==> config.mk <==
export PLATFORM = sky130hd
export DESIGN_NAME = uart_rx_frame_check
export DESIGN_NICKNAME = d
export VERILOG_FILES = /design/src/rtl/uart_rx_pkg.sv /design/src/rtl/uart_rx_parity_acc.sv /design/src/rtl/uart_rx_frame_check.sv
export SDC_FILE = /design/constraint.sdc
export NUM_CORES = 1
export LEC_CHECK = 0
export BUFFER_PORTS_ARGS = -buffer_cell sky130_fd_sc_hd__buf_2
export CAP_MARGIN = 20
export CORE_MARGIN = 5
export CORE_UTILIZATION = 40
export CTS_BUF_LIST = sky130_fd_sc_hd__clkbuf_2
export DETAILED_ROUTE_END_ITERATION = 8
export SYNTH_ARGS = -nofsm -noshare
export SYNTH_HDL_FRONTEND = slang
export SYNTH_SLANG_ARGS = --single-unit
==> constraint.sdc <==
create_clock -name rx_clk -period 3.6 [get_ports rx_clk]
set_clock_uncertainty 0.05 [all_clocks]
set_input_delay 0.36 -clock rx_clk [delete_from_list [all_inputs] [get_ports rx_clk]]
set_output_delay 0.36 -clock rx_clk [all_outputs]
set_load 0.01 [all_outputs]
==> src/rtl/uart_rx_pkg.sv <==
// rtl/uart_rx_pkg.sv - shared types and constants for the UART receive frame path
package uart_rx_pkg;

    typedef enum logic [2:0] {
        IDLE,
        START,
        DATA,
        PARITY,
        STOP
    } rx_state_e;

    localparam logic PAR_EVEN = 1'b0;
    localparam logic PAR_ODD  = 1'b1;

    // Wide enough to hold a bit position 0..data_width inclusive.
    function automatic int cnt_width(input int data_width);
        return $clog2(data_width + 1);
    endfunction

endpackage

==> src/rtl/uart_rx_parity_acc.sv <==
// rtl/uart_rx_parity_acc.sv - running XOR over the data bits of one frame
module uart_rx_parity_acc (
    input  logic rx_clk,
    input  logic rst_n,
    input  logic clear,
    input  logic enable,
    input  logic bit_in,
    output logic parity
);

    logic parity_q, parity_d;

    always_comb begin
        parity_d = parity_q;
        if (clear) begin
            parity_d = 1'b0;
        end else if (enable) begin
            parity_d = parity_q ^ bit_in;
        end
    end

    always_ff @(posedge rx_clk or negedge rst_n) begin
        if (!rst_n) begin
            parity_q <= 1'b0;
        end else begin
            parity_q <= parity_d;
        end
    end

    assign parity = parity_q;

endmodule

==> src/rtl/uart_rx_frame_check.sv <==
// rtl/uart_rx_frame_check.sv - UART frame deserialiser with start/parity/stop checking
module uart_rx_frame_check
    import uart_rx_pkg::*;
#(
    parameter int DATA_WIDTH = 8
) (
    input  logic                  rx_clk,
    input  logic                  rst_n,
    input  logic                  frame_start,
    input  logic                  bit_strobe,
    input  logic                  sampled_bit,
    input  logic                  par_en,
    input  logic                  par_type,
    input  logic                  stop2,
    output logic [DATA_WIDTH-1:0] p_data,
    output logic                  data_valid,
    output logic                  parity_error,
    output logic                  stop_error,
    output logic                  start_glitch,
    output logic                  busy
);

    localparam int CW = cnt_width(DATA_WIDTH);
    localparam logic [CW-1:0] LAST_DATA = CW'(DATA_WIDTH - 1);

    rx_state_e             state_q, state_d;
    logic [CW-1:0]         cnt_q, cnt_d;
    logic [DATA_WIDTH-1:0] shift_q, shift_d;
    logic [DATA_WIDTH-1:0] p_data_q, p_data_d;
    logic                  cfg_par_en_q, cfg_par_en_d;
    logic                  cfg_par_type_q, cfg_par_type_d;
    logic                  cfg_stop2_q, cfg_stop2_d;
    logic                  par_flag_q, par_flag_d;
    logic                  stop_flag_q, stop_flag_d;
    logic                  data_valid_q, data_valid_d;
    logic                  parity_error_q, parity_error_d;
    logic                  stop_error_q, stop_error_d;
    logic                  start_glitch_q, start_glitch_d;
    logic                  busy_q, busy_d;
    logic                  frame_accept;
    logic                  data_stb;
    logic                  acc_parity;

    assign frame_accept = (state_q == IDLE) && frame_start;
    assign data_stb     = (state_q == DATA) && bit_strobe;

    uart_rx_parity_acc u_parity_acc (
        .rx_clk (rx_clk),
        .rst_n  (rst_n),
        .clear  (frame_accept),
        .enable (data_stb),
        .bit_in (sampled_bit),
        .parity (acc_parity)
    );

    always_comb begin
        state_d        = state_q;
        cnt_d          = cnt_q;
        shift_d        = shift_q;
        p_data_d       = p_data_q;
        cfg_par_en_d   = cfg_par_en_q;
        cfg_par_type_d = cfg_par_type_q;
        cfg_stop2_d    = cfg_stop2_q;
        par_flag_d     = par_flag_q;
        stop_flag_d    = stop_flag_q;
        data_valid_d   = 1'b0;
        parity_error_d = parity_error_q;
        stop_error_d   = stop_error_q;
        start_glitch_d = 1'b0;
        busy_d         = busy_q;

        case (state_q)
            IDLE: begin
                // A strobe coinciding with frame_start belongs to no frame and is dropped.
                if (frame_start) begin
                    state_d        = START;
                    busy_d         = 1'b1;
                    cnt_d          = '0;
                    cfg_par_en_d   = par_en;
                    cfg_par_type_d = par_type;
                    cfg_stop2_d    = stop2;
                    par_flag_d     = 1'b0;
                    stop_flag_d    = 1'b0;
                end
            end
            START: begin
                if (bit_strobe) begin
                    if (sampled_bit) begin
                        state_d        = IDLE;
                        busy_d         = 1'b0;
                        start_glitch_d = 1'b1;
                    end else begin
                        state_d = DATA;
                    end
                end
            end
            DATA: begin
                if (bit_strobe) begin
                    for (int i = 0; i < DATA_WIDTH; i++) begin
                        if (cnt_q == CW'(i)) begin
                            shift_d[i] = sampled_bit;
                        end
                    end
                    if (cnt_q == LAST_DATA) begin
                        cnt_d   = '0;
                        state_d = cfg_par_en_q ? PARITY : STOP;
                    end else begin
                        cnt_d = cnt_q + CW'(1);
                    end
                end
            end
            PARITY: begin
                if (bit_strobe) begin
                    par_flag_d = (sampled_bit != (acc_parity ^ cfg_par_type_q));
                    state_d    = STOP;
                end
            end
            STOP: begin
                // cnt_q counts stop bits already taken; a bad first stop bit never skips the second.
                if (bit_strobe) begin
                    if (cfg_stop2_q && (cnt_q == '0)) begin
                        cnt_d       = CW'(1);
                        stop_flag_d = stop_flag_q | ~sampled_bit;
                    end else begin
                        state_d        = IDLE;
                        busy_d         = 1'b0;
                        cnt_d          = '0;
                        data_valid_d   = 1'b1;
                        p_data_d       = shift_q;
                        parity_error_d = cfg_par_en_q & par_flag_q;
                        stop_error_d   = stop_flag_q | ~sampled_bit;
                    end
                end
            end
            default: begin
                state_d = IDLE;
                busy_d  = 1'b0;
            end
        endcase
    end

    always_ff @(posedge rx_clk or negedge rst_n) begin
        if (!rst_n) begin
            state_q        <= IDLE;
            cnt_q          <= '0;
            shift_q        <= '0;
            p_data_q       <= '0;
            cfg_par_en_q   <= 1'b0;
            cfg_par_type_q <= PAR_EVEN;
            cfg_stop2_q    <= 1'b0;
            par_flag_q     <= 1'b0;
            stop_flag_q    <= 1'b0;
            data_valid_q   <= 1'b0;
            parity_error_q <= 1'b0;
            stop_error_q   <= 1'b0;
            start_glitch_q <= 1'b0;
            busy_q         <= 1'b0;
        end else begin
            state_q        <= state_d;
            cnt_q          <= cnt_d;
            shift_q        <= shift_d;
            p_data_q       <= p_data_d;
            cfg_par_en_q   <= cfg_par_en_d;
            cfg_par_type_q <= cfg_par_type_d;
            cfg_stop2_q    <= cfg_stop2_d;
            par_flag_q     <= par_flag_d;
            stop_flag_q    <= stop_flag_d;
            data_valid_q   <= data_valid_d;
            parity_error_q <= parity_error_d;
            stop_error_q   <= stop_error_d;
            start_glitch_q <= start_glitch_d;
            busy_q         <= busy_d;
        end
    end

    assign p_data       = p_data_q;
    assign data_valid   = data_valid_q;
    assign parity_error = parity_error_q;
    assign stop_error   = stop_error_q;
    assign start_glitch = start_glitch_q;
    assign busy         = busy_q;

endmodule

==> results.yml <==
timing:
  clock.fmax_mhz: 480.0
  worst_pin_slew_ns: 0.7472
  fin_crit_sh_pct: 57.88
  drv_slew: 0
  min_period_ns: 2.084
  hold_viol_final: 0
  maxSlewHeadroom_pct: 50.19
  final.setup.tns_ns: 0
  setup_viol: 0
  rsz0062_at_grt: "no"
  setup_slack_ns: 1.517
worst_hold_path:
  min_to: "cfg_par_en_q$_DFFE_PN0P_"
  hold_path_depth: 3
  min-delay-start: "par_en"
  hold_path_class: "input pin to flip-flop"
clock_tree:
  tritoncts: "yes"
  cts-root-buf: "clkbuf_2"
  postCtsSetupBuffers: 0
  worstSkewPairLatency_ns: 0.37
  cts_sinks: 34
  cts_buffer_depth: 2
  htreeDepth: 2
  ctsResizeCount: 0
  path_clk_slew_ns: 0.17
  numCtsBuffers: 5
logic_synthesis:
  synth_edf_count: 0
  syn_area_per_cell_sq_um: 10.92
  synth_most_common_cell: "dfrtp_1"
  synth-main-ff-cell: "dfrtp_1"
  synth_cell_types: 32
  yosysWarnings: 0
  ys_seq_area_share_pct: 49.96
  netlist.area_leader.share_pct: 49.96
  syn-cell-area_sq_um: 1703
  ys_top_cells_by_area: "dfrtp_1 50%, mux2_2 11%, nand2_1 6.8%"
  synth_seq_cells: 34
  synth.top_cells.by_count: "34 x dfrtp_1, 31 x nand2_1, 17 x mux2_2"
  syn_inst: 156
  yosys.area.top_type: "dfrtp_1"
  syn-num-nets: 168
  async_reset_ff_share_pct: 100.0
routing:
  drt_pass1_iterations: 4
  wl_per_cell_um: 14.76
  ant_nets: 0
  wl_um: 3381
  vias_per_cell: 5.319
  vias: 1218
  drtIter0Drc: 66
  drc: 0
place:
  dpl.cell_count: 220
  io_buffers: 20
  dp_worst_setup_slack_ns: 1.537
  placed_area_sq_um: 1837
  gp_congestion: 0.9035
  dpl.hpwl_um: 2422
die:
  die_width_um: 75.25
  fp.dieH_um: 75.25
  ios: 21
  initial_core_util_pct: 41.97
  core_area_sq_um: 4058
  core.rowCount: 23
  dieArea_sq_um: 5662
layout:
  fin_nets: 190
  seq_area_sq_um: 850.8
  num_antenna_cells: 0
  final_cells: 229
  area_growth_pct: 10.73
  multiInputGateArea_sq_um: 797.0
  drive_above_1_share_pct: 28.49
  design_area_sq_um: 1886
  n_fill_cell: 370
critical_path:
  endpoint_kind: "flip-flop"
  start_kind: "flip-flop"
  r2r_cells: 6
  reg2reg_from: "cnt_q[0]$_DFFE_PN0P_"
  arrival_ns: 2.31
  critPathMaxFanout: 6
  r2r_slack_ns: 1.52
  crit_required_ns: 3.82
  reg2reg_to: "state_q[0]$_DFFE_PN0P_"
  crit_type: "flip-flop to flip-flop"
power_and_ir_drop:
  power_uw: 1289
  powerDensity_nw_per_um2: 683.8
  p_leak_uw: 0.0009307
  ir_drop_mv: 0.2926
flow_run:
  cap_violations: 0
run_status:
  outcome: "finished, final reports clean"
global_route:
  grt_util_all_layers_pct: 14.16
  antenna_found_initial: 0
  grt_pass1_vias: 1259
  grt-ovfl-total: 0
  grt_start_max_net_pins: 35
  grt_pass1_wl_um: 6051
[state kept, by name (all words and copies together) (netlist names)]
name / flops
state_q: 3
stop_flag_q: 1
parity_error: 1
u_parity_acc.parity: 1
cfg_stop2_q: 1
busy: 1
cfg_par_type_q: 1
p_data: 8
stop_error: 1
cfg_par_en_q: 1
shift_q: 8
start_glitch: 1
cnt_q: 4
par_flag_q: 1
data_valid: 1
[per-layer routing]
layer	vias up	routed length (um)	track usage, %
met5	-	0	0
met4	0	14	4.466
met3	2	182	4.940
met2	32	1582	21.18
met1	599	1602	19.34
li1	585	-	-
[metrics by stage]
stage               hold WS (ns)  utilization, %
global route             0.08486           46.47
global placement          0.4078           45.27
floorplan                0.01441               -
detailed placement        0.4320           45.27
CTS                      0.08730           46.47
finish                    0.1185           46.47
[where the power goes]
part           internal, uW  total (uW)  switching (uW)
Combinational           247         494             247
Clock                  47.8         175             127
Sequential              481         620             139
[worst max-delay path, stage by stage (launching register included)]
cell       delay [ns]
dfrtp_1          0.48
inv_1            0.11
ha_1             0.24
nand4bb_4        0.15
or4b_4           0.54
and4_4           0.18
a32o_1           0.24
[worst max-delay path by stage]
stage                           start                endpoint  cells past startpoint
2_1_floorplan    cnt_q[0]$_DFFE_PN0P_  state_q[2]$_DFFE_PN0P_                      6
3_3_place_gp     cnt_q[0]$_DFFE_PN0P_  state_q[2]$_DFFE_PN0P_                      6
3_5_place_dp     cnt_q[0]$_DFFE_PN0P_  state_q[2]$_DFFE_PN0P_                      6
4_1_cts          cnt_q[0]$_DFFE_PN0P_  state_q[2]$_DFFE_PN0P_                      6
5_1_grt        state_q[1]$_DFFE_PN0P_    cnt_q[2]$_DFFE_PN0P_                      4
6_report         cnt_q[0]$_DFFE_PN0P_  state_q[0]$_DFFE_PN0P_                      6
[cells in the final DEF, fill, tap and decap left out, types with 2 or more instances in the layout]
cell type  synthesis  final
nor2b_1            4      4
nor2_1             5      5
nand3_1            7      7
o21ai_0           10     10
nand2b_1           2      2
buf_2              2     20
nor3b_4            2      2
nand2_1           31     31
clkbuf_2           0      6
a21oi_1            4      4
mux2_2            17     17
a32o_1             2      2
inv_1              7      7
dfrtp_1           34     34
nor4b_4            2      2
a31oi_1            2      2
a21o_1             2      2
ha_1               4      4
nand3b_1           2      2
xor2_1             2      2
[area by class of cell]
class	count	share of cell area, %
Clock inverter	2	0.4645
Inverter	7	1.393
Multi-Input combinational cell	109	42.27
Clock buffer	6	1.593
Timing Repair Buffer	21	5.839
Sequential cell	34	45.12
Tap cell	50	3.318
[kinds of logic after synthesis]
| logic type | Yosys count | synth area share [%] |
|---|---|---|
| muxes | 17 | 11.24 |
| adders and majority gates | 4 | 2.939 |
| AOI/OAI and AO/OA | 23 | 8.156 |
| buffers and inverters | 13 | 3.233 |
| and+or+nand+nor | 62 | 22.92 |
| DFF | 34 | 49.96 |
| xor gates and xnor gates | 3 | 1.543 |
[repair_timing]
item | in CTS | in global routing
hold endpoints to repair | 28 | 0
hold buffers | 1 | 0
setup endpoints to repair | 0 | 0
Power figures use the tool's default switching activity.
